File: src/rtl/wb_trace_buffer_pkg.sv
// Shared trace-entry layout for the writeback trace buffer.
// An entry packs {pc, data}; offsets below locate each field.
package wb_trace_buffer_pkg;

  localparam int TRACE_ENTRY_W = 64;
  localparam int PC_HI         = 63;
  localparam int PC_LO         = 32;
  localparam int DATA_HI       = 31;
  localparam int DATA_LO       = 0;

endpackage

File: src/rtl/wb_trace_buffer_halt_detector.sv
// Halt detector: flags when wb_pc holds still for HALT_CYCLES cycles.
// Ports: Clk, Reset (sync, high), wb_pc in; halted (sticky) out.
module wb_halt_detector #(
  parameter int HALT_CYCLES = 64
) (
  input  logic        Clk,
  input  logic        Reset,
  input  logic [31:0] wb_pc,
  output logic        halted
);

  localparam int HCW = $clog2(HALT_CYCLES + 1);

  logic [31:0]    pc_q;
  logic [HCW-1:0] hcnt;
  logic           match;

  assign match = (wb_pc == pc_q);

  always_ff @(posedge Clk) begin
    if (Reset) begin
      pc_q   <= '0;
      hcnt   <= '0;
      halted <= 1'b0;
    end else begin
      pc_q <= wb_pc;
      if (match) begin
        if (hcnt != HCW'(HALT_CYCLES))
          hcnt <= hcnt + HCW'(1);
        // count already covers HALT_CYCLES-1 repeats; this one completes it
        if (hcnt >= HCW'(HALT_CYCLES - 1))
          halted <= 1'b1;
      end else begin
        hcnt <= '0;
      end
    end
  end

endmodule

File: src/rtl/wb_trace_buffer.sv
// Writeback trace FIFO: captures {pc, data} per retired writeback.
// Ports: Clk, Reset, wb_valid/wb_pc/wb_data in; rd_* FWFT read side,
// count, overflow_cnt (saturating), halted out.
module wb_trace_buffer
  import wb_trace_buffer_pkg::*;
#(
  parameter int DEPTH          = 16,
  parameter int OVF_W          = 8,
  parameter int HALT_CYCLES    = 64,
  parameter int FREEZE_ON_HALT = 1
) (
  input  logic                     Clk,
  input  logic                     Reset,
  input  logic                     wb_valid,
  input  logic [31:0]              wb_pc,
  input  logic [31:0]              wb_data,
  input  logic                     rd_ready,
  output logic                     rd_valid,
  output logic [31:0]              rd_pc,
  output logic [31:0]              rd_data,
  output logic [$clog2(DEPTH):0]   count,
  output logic [OVF_W-1:0]         overflow_cnt,
  output logic                     halted
);

  localparam int AW = $clog2(DEPTH);

  logic [TRACE_ENTRY_W-1:0] mem [DEPTH];
  logic [AW:0]              wr_ptr;
  logic [AW:0]              rd_ptr;
  logic [TRACE_ENTRY_W-1:0] head;
  logic                     empty;
  logic                     full;
  logic                     frozen;
  logic                     cap;
  logic                     pop;
  logic                     push;

  wb_halt_detector #(
    .HALT_CYCLES(HALT_CYCLES)
  ) u_halt (
    .Clk    (Clk),
    .Reset  (Reset),
    .wb_pc  (wb_pc),
    .halted (halted)
  );

  assign empty = (wr_ptr == rd_ptr);
  assign full  = (wr_ptr[AW-1:0] == rd_ptr[AW-1:0]) &&
                 (wr_ptr[AW] != rd_ptr[AW]);

  assign frozen = (FREEZE_ON_HALT != 0) && halted;
  assign cap    = wb_valid && !frozen;
  assign pop    = rd_valid && rd_ready;
  // a full FIFO still accepts when the head leaves the same cycle
  assign push   = cap && (!full || pop);

  assign rd_valid = !empty;
  assign head     = mem[rd_ptr[AW-1:0]];
  assign rd_pc    = rd_valid ? head[PC_HI:PC_LO] : '0;
  assign rd_data  = rd_valid ? head[DATA_HI:DATA_LO] : '0;
  assign count    = wr_ptr - rd_ptr;

  always_ff @(posedge Clk) begin
    if (!Reset && push)
      mem[wr_ptr[AW-1:0]] <= {wb_pc, wb_data};
  end

  always_ff @(posedge Clk) begin
    if (Reset) begin
      wr_ptr       <= '0;
      rd_ptr       <= '0;
      overflow_cnt <= '0;
    end else begin
      if (push)
        wr_ptr <= wr_ptr + (AW+1)'(1);
      if (pop)
        rd_ptr <= rd_ptr + (AW+1)'(1);
      if (cap && full && !pop && (overflow_cnt != '1))
        overflow_cnt <= overflow_cnt + OVF_W'(1);
    end
  end

endmodule

File: config.mk
export PLATFORM = sky130hd
export DESIGN_NAME = wb_trace_buffer
export DESIGN_NICKNAME = d
export VERILOG_FILES = /design/src/rtl/wb_trace_buffer_pkg.sv /design/src/rtl/wb_trace_buffer_halt_detector.sv /design/src/rtl/wb_trace_buffer.sv
export SDC_FILE = /design/constraint.sdc
export NUM_CORES = 1
export LEC_CHECK = 0
export BUFFER_PORTS_ARGS = -buffer_cell sky130_fd_sc_hd__buf_2
export CELL_PAD_IN_SITES_DETAIL_PLACEMENT = 2
export CELL_PAD_IN_SITES_GLOBAL_PLACEMENT = 2
export CORE_MARGIN = 1.5
export CORE_UTILIZATION = 42
export DETAILED_ROUTE_END_ITERATION = 12
export GPL_ROUTABILITY_DRIVEN = 0
export PLACE_DENSITY = 0.67
export SLEW_MARGIN = 10
export SYNTH_ARGS = -nofsm -noshare
export SYNTH_HDL_FRONTEND = slang
export SYNTH_SLANG_ARGS = --single-unit
File: constraint.sdc
create_clock -name Clk -period 7.85 [get_ports Clk]
set_clock_uncertainty 0.2 [all_clocks]
set_input_delay 1.1775 -clock Clk [delete_from_list [all_inputs] [get_ports Clk]]
set_output_delay 1.1775 -clock Clk [all_outputs]
set_load 0.01 [all_outputs]
==> run_results.csv, run 1 <==
group,metric,value,unit
worst_setup_path,reg2reg_from,"wr_ptr[2]",
routing,vias,20400,
placed_design,place_inst,3230,
yosys,synth_area,41200,um^2
timing,finalCritPeriodShare,69.4,%
timing,min_period,5450,ps
power_and_ir_drop,p_sw,3.30,mW
yosys,synth-edff-count,1024,
finish,fillers,8517,
routing,via_per_inst,5.91,
die,initial_core_util,42.5,%
die,num_rows,114,
placed_design,hpwl,63700,um
cts,post_cts_buffers,0,
finish,drive_above_1_share,29.2,%
status,violations,"design-rule violations",
worst_setup_path,startpoint_type,"flop",
global_routing,grt_pass1_vias,23000,
finish,syn_to_final_growth,14.4,%
yosys,yosysTopAreaCell,"edfxtp_1",
status,status,"finished, violations left",
finish,finish.utilization,48.6,%
yosys,yosysUniqueCellTypes,41,
cts,cts_tree,"yes",
yosys,dominantRegCellSynth,"edfxtp_1",
power_and_ir_drop,p_seq_share,48.2,%
cts,numCtsBuffers,116,
power_and_ir_drop,power_frac_comb,11.2,%
routing,ant_nets,0,
worst_setup_path,cpMostUsedCell,"buf_4",
timing,final_hold_viol_count,0,
cts,clkTransAtPathRegs,60,ps
die,die_area,99900,um^2
yosys,synthCells,1874,
global_routing,grt_util_all_layers,24.1,%
cts,cts-root-buf,"clkbuf_16",
power_and_ir_drop,vdd_drop_max,194,uV
routing,route.detailed.drc,14,
power_and_ir_drop,internal_power,10.1,mW
routing,firstDrtPassIters,11,
placed_design,port_buffers,146,
flow_run,max-cap-violations,0,
cts,post_cts_resized,0,
cts,h-tree-depth,3,
finish,fin_nets,2154,
power_and_ir_drop,clock_power_share,40.6,%
die,pin_count,147,
worst_setup_path,path_cells,"buf_4 -> nor2b_4 -> buf_4 -> a22oi_1 -> a21oi_1 -> buf_2",
finish,multiInputGateArea,8680,um^2
timing,tightest_slew,1320,ps
yosys,synthArstFlopShare,0,%
yosys,ys_ff_latch,1086,
worst_hold_path,hp-class,"reg -> reg",
cts,cts_max_path_buffers,3,
die,die_w,316,um
power_and_ir_drop,power.leakage,14.7,nW
yosys,yosysWarningCount,0,
worst_setup_path,critical_path_class,"reg -> out",
timing,final-max-slew-violation-count,0,
power_and_ir_drop,p_sw_share,24.6,%
yosys,synth.area.top_cells,"edfxtp_1 (75%), mux4_2 (14%), dfxtp_1 (3.0%)",
worst_setup_path,critPathTopFamily,"buffers and inverters",
yosys,synth_common_cells,"edfxtp_1 (1024), mux4_2 (256), a22oi_1 (130), a21oi_1 (71), dfxtp_1 (62)",
routing,drt_wl_total,120000,um
worst_setup_path,max_stage_delay,700,ps
yosys,syn_area_per_cell,22.0,um^2
timing,setup-tns-final,0,ps
yosys,synth_fp_nets,1955,
global_routing,grt_pass1_wl,169000,um
routing,wl_per_cell,34.7,um
routing,drt-initial-drc-count,1875,
global_routing,grt_max_degree,106,
worst_setup_path,crit_arrival,4070,ps
yosys,yosysSeqAreaShare,77.7,%
global_routing,grt_overflow,0,
worst_setup_path,critPathMaxFanout,60,
yosys,synth.most_common_cell,"edfxtp_1",
timing,setup_violations,0,
timing,rsz0062_at_grt,"no",
global_routing,grt_antenna_before_repair,7,
cts,clk_latency,690,ps
worst_setup_path,end_kind,"primary output",
timing,relSlewSlack,12.1,%
worst_setup_path,crit_slowest_cell,"buf_4",
yosys,yosysTopAreaCellShare,74.7,%
die,core,96900,um^2
finish,fin_cells,3450,
worst_setup_path,cp.required,6470,ps
timing,fmax,184,MHz
cts,ctsHoldBuffers,0,
power_and_ir_drop,power.density,285,nW/um^2
cts,clock_sinks,1086,
worst_hold_path,hp-start,"overflow_cnt[1]",
worst_setup_path,cp.buffers_inverters,3,
finish,ff_latch_area,32000,um^2
die,die_h,316,um
## metrics by stage
step	hold WS, ps	power [mW]	instance area [um^2]	setup WS (ps)
detailed placement	309	8.10	43400	3090
finish	308	13.4	47100	2400
global placement	276	8.05	43400	3260
floorplan	291	7.56	41200	634
CTS	319	13.5	47100	2380
global route	346	13.8	47100	2250
## sequential cells by signal, indices dropped and copies added, names as in the netlist, named ones only
register,cells
u_halt.halted,1
rd_ptr,5
u_halt.hcnt,7
mem,1024
u_halt.pc_q,32
overflow_cnt,8
wr_ptr,5
## power groups by stage
| stage | Sequential, mW | Combinational (mW) | Clock, mW |
|---|---|---|---|
| 5_1_grt | 6.47 | 1.61 | 5.71 |
| 4_1_cts | 6.47 | 1.53 | 5.53 |
| 6_report | 6.46 | 1.50 | 5.44 |
| 3_5_place_dp | 6.59 | 1.51 | 0 |
| 2_1_floorplan | 6.53 | 1.03 | 0 |
| 3_3_place_gp | 6.58 | 1.47 | 0 |
## metal layers
layer / vias up / share of wire, % / global-route usage (%)
met3: 147 / 5.2 / 3.92
met5: - / 0.023 / 0
met2: 682 / 52 / 42.2
met1: 11300 / 41 / 31.5
met4: 4 / 1.9 / 6.06
li1: 8263 / - / -
## worst register-to-register path: cells and delay by family (launching register included)
kind | cells | cell delay [ps]
fa+ha+maj | 1 | 380
flops | 1 | 600
buf+inv | 1 | 850
compound gates | 1 | 280
simple gates | 4 | 1620
## layout by cell type, fill, tap and decap left out, types with 4 or more instances in the layout
| master | count |
|---|---|
| buf_4 | 31 |
| buf_2 | 146 |
| clkbuf_16 | 118 |
| nor2_1 | 28 |
| inv_1 | 19 |
| buf_12 | 5 |
| nor3_2 | 4 |
| nor2_4 | 14 |
| edfxtp_1 | 1024 |
| nand3_1 | 8 |
| nor2b_1 | 31 |
| a21oi_1 | 71 |
| mux4_2 | 256 |
| inv_6 | 5 |
| xnor2_1 | 26 |
| ha_1 | 12 |
| clkinv_1 | 27 |
| nand4_1 | 14 |
| dfxtp_1 | 59 |
| nand2_1 | 11 |
| nor4_1 | 4 |
| bufinv_16 | 9 |
| clkbuf_1 | 24 |
| xor2_1 | 25 |
| clkinv_2 | 28 |
| a22oi_1 | 130 |
## cell families (layout without fill, tap and decap cells)
| logic type | after synthesis | after routing | synth area share, % |
|---|---|---|---|
| compound gates | 212 | 212 | 3.46 |
| xor+xnor | 51 | 51 | 1.08 |
| fa+ha+maj | 13 | 13 | 0.413 |
| buf+inv | 120 | 419 | 1.56 |
| flops | 1086 | 1086 | 77.7 |
| mux | 257 | 257 | 14.0 |
| other cells | 0 | 1 | 0 |
| simple gates | 135 | 135 | 1.75 |
## final cells by class
class,instances,area share (%)
sequential,1086,68.0
inverter,19,0.151
timing repair buffer,182,2.26
clock inverter,74,1.28
antenna,1,0.00531
clock buffer,144,6.52
tap,1276,3.39
multi-input combinational,668,18.4
## path summary, 6_finish.rpt
| kind | cells past startpoint | slack, ps | end |
|---|---|---|---|
| setup / recovery | 6 | 2400 | rd_pc[3] |
| hold / removal | 2 | 310 | overflow_cnt[1] |
| setup reg to reg | 7 | 3510 | mem[4][7] |
| hold reg to reg | 2 | 310 | overflow_cnt[1] |
Note: power is estimated with default switching activity, not from simulation.
==> run 2: changes to the inputs <==
==> constraint.sdc (replaced) <==
create_clock -name Clk -period 5.6 [get_ports Clk]
set_clock_uncertainty 0.2 [all_clocks]
set_input_delay 0.84 -clock Clk [delete_from_list [all_inputs] [get_ports Clk]]
set_output_delay 0.84 -clock Clk [all_outputs]
set_load 0.01 [all_outputs]
==> run 2 against run 1 <==
Compared with the run above:
- the run still ends with design-rule violations left
- clock power grew 37%
- wire length shrank 2.0%
- via count shrank 0.25%
- design area grew 0.64%
- sequential share of layout area shrank 0.43 points
- sequential cell count is the same
==> run_results.csv, run 2 (synthesis gave the netlist of run 1 again) <==
group,metric,value,unit
finish,syn_to_final_growth,15.1,%
cts,cts_tree,"yes",
cts,h-tree-depth,3,
timing,finalCritPeriodShare,83.6,%
timing,final_hold_viol_count,0,
timing,tightest_slew,1270,ps
finish,layout_commonest_cell,"edfxtp_1",
die,initial_core_util,42.5,%
die,num_rows,114,
routing,drt_wl_total,117000,um
global_routing,grt_antenna_before_repair,9,
routing,ant_nets,0,
cts,ctsHoldBuffers,0,
worst_setup_path,crit_slowest_cell,"nor2_4",
global_routing,grt_pass1_vias,22900,
finish,design_area,47400,um^2
cts,clkTransAtPathRegs,60,ps
timing,rsz0062_at_grt,"no",
worst_hold_path,holdPathEnd,"overflow_cnt[1]",
cts,clock_sinks,1086,
routing,drt-initial-drc-count,1938,
routing,firstDrtPassIters,9,
timing,fmax,214,MHz
global_routing,grt_pass1_wl,167000,um
placed_design,hpwl,66700,um
worst_setup_path,cp.buffers_inverters,2,
global_routing,grt_util_all_layers,23.7,%
die,die_w,316,um
worst_setup_path,cp.required,4560,ps
global_routing,grt_overflow,0,
power_and_ir_drop,power.density,394,nW/um^2
placed_design,dp_slack,1420,ps
global_routing,grt_max_degree,87,
timing,setup_ws,920,ps
worst_setup_path,startpoint_type,"flop",
timing,whs,320,ps
worst_setup_path,end_kind,"primary output",
finish,drive_above_1_share,29.3,%
routing,via_per_inst,5.88,
worst_hold_path,hp-class,"reg -> reg",
worst_hold_path,hp-start,"overflow_cnt[1]",
routing,vias,20300,
finish,largest_reg_flops,1024,
worst_setup_path,crit_arrival,3640,ps
die,die_h,316,um
power_and_ir_drop,power.leakage,14.8,nW
status,violations,"design-rule violations",
placed_design,place_area,43700,um^2
cts,numCtsBuffers,113,
cts,cts-root-buf,"clkbuf_16",
worst_setup_path,reg2reg_slack,1370,ps
cts,cts_max_path_buffers,3,
timing,final-max-slew-violation-count,0,
finish,final_cell_mix,"edfxtp_1 (1024), mux4_2 (256), buf_2 (146)",
finish,finish.utilization,48.9,%
worst_setup_path,critical_path_class,"reg -> out",
worst_setup_path,critPathTopFamily,"simple AND/OR/NAND/NOR gates",
routing,route.detailed.drc,9,
cts,post_cts_buffers,0,
timing,setup_violations,0,
flow_run,max-cap-violations,0,
timing,setup-tns-final,0,ps
cts,clk_latency,700,ps
worst_setup_path,rr_endpoint,"mem[0][7]",
worst_setup_path,path_cells,"ha_1 -> nand4_1 -> nor2_4 -> buf_4 -> a21oi_1 -> buf_2",
die,pin_count,147,
timing,relSlewSlack,14.9,%
timing,min_period,4680,ps
die,die_area,99900,um^2
placed_design,port_buffers,146,
worst_hold_path,worstHoldPathCells,2,
worst_setup_path,reg2reg_from,"wr_ptr[2]",
finish,fin_nets,2164,
routing,wl_per_cell,33.9,um
power_and_ir_drop,vdd_drop_max,225,uV
worst_setup_path,r2r_cells,7,
worst_setup_path,critPathMaxFanout,23,
die,core,96900,um^2
status,status,"finished, violations left",
cts,post_cts_resized,0,
worst_setup_path,max_stage_delay,830,ps
run 2: cell count changes in the layout (fill, tap and decap cells not counted), sizes merged:
cell / delta
clkbuf: +15
buf: +13
clkinv: -13
inv: -3
bufinv: -2
run 2: cell type report:
type / instances / area [um^2]
Multi-Input combinational cell: 668 / 8710
Timing Repair Buffer: 195 / 1370
Fill cell: 8433 / 49500
Sequential cell: 1086 / 32000
Antenna cell: 1 / 2.50
Clock inverter: 56 / 444
Inverter: 19 / 71.3
Clock buffer: 159 / 3190
Tap cell: 1276 / 1600
run 2: report_power, final:
part,total [mW],leakage (nW),switching [mW],internal (mW)
clock network,7.46,1.77,3.19,4.27
registers,9.04,9.74,0.0903,8.95
logic,2.16,3.28,1.23,0.933
run 2: worst register-to-register path, delay by kind of cell (launching register included):
| family | cells | cell delay [ps] |
|---|---|---|
| adders and majority gates | 1 | 410 |
| and+or+nand+nor | 4 | 1930 |
| AOI/OAI and AO/OA | 1 | 270 |
| DFF | 1 | 720 |
| buffers and inverters | 1 | 340 |
run 2: worst max path at each step:
| stage | startpoint | end | slack [ps] | depth (start not counted) |
|---|---|---|---|---|
| final | wr_ptr[2] | rd_pc[12] | 920 | 6 |
| after global routing | wr_ptr[2] | rd_pc[12] | 770 | 6 |
| after CTS | wr_ptr[2] | rd_pc[12] | 870 | 6 |
| after detailed placement | wr_ptr[2] | mem[0][8] | 1420 | 7 |
| after global placement | wr_ptr[2] | mem[0][6] | 1660 | 7 |
| after floorplan | wb_valid | mem[15][0] | 440 | 5 |
run 2: metrics by stage:
stage / std cells / total power, mW
2_1_floorplan: 1874 / 10.6
3_3_place_gp: 3244 / 11.3
3_5_place_dp: 3244 / 11.4
4_1_cts: 3459 / 18.9
5_1_grt: 3460 / 19.2
6_report: 3460 / 18.7
run 2: layer usage:
metal | part of all wire [%] | track usage, % | up-vias | wire [um]
met5 | 0.033 | 0 | - | 39
met4 | 2.4 | 6.77 | 6 | 2780
met3 | 5.4 | 3.92 | 170 | 6280
li1 | - | - | 8307 | -
met1 | 41 | 31.1 | 11200 | 47800
met2 | 52 | 41.0 | 685 | 60400
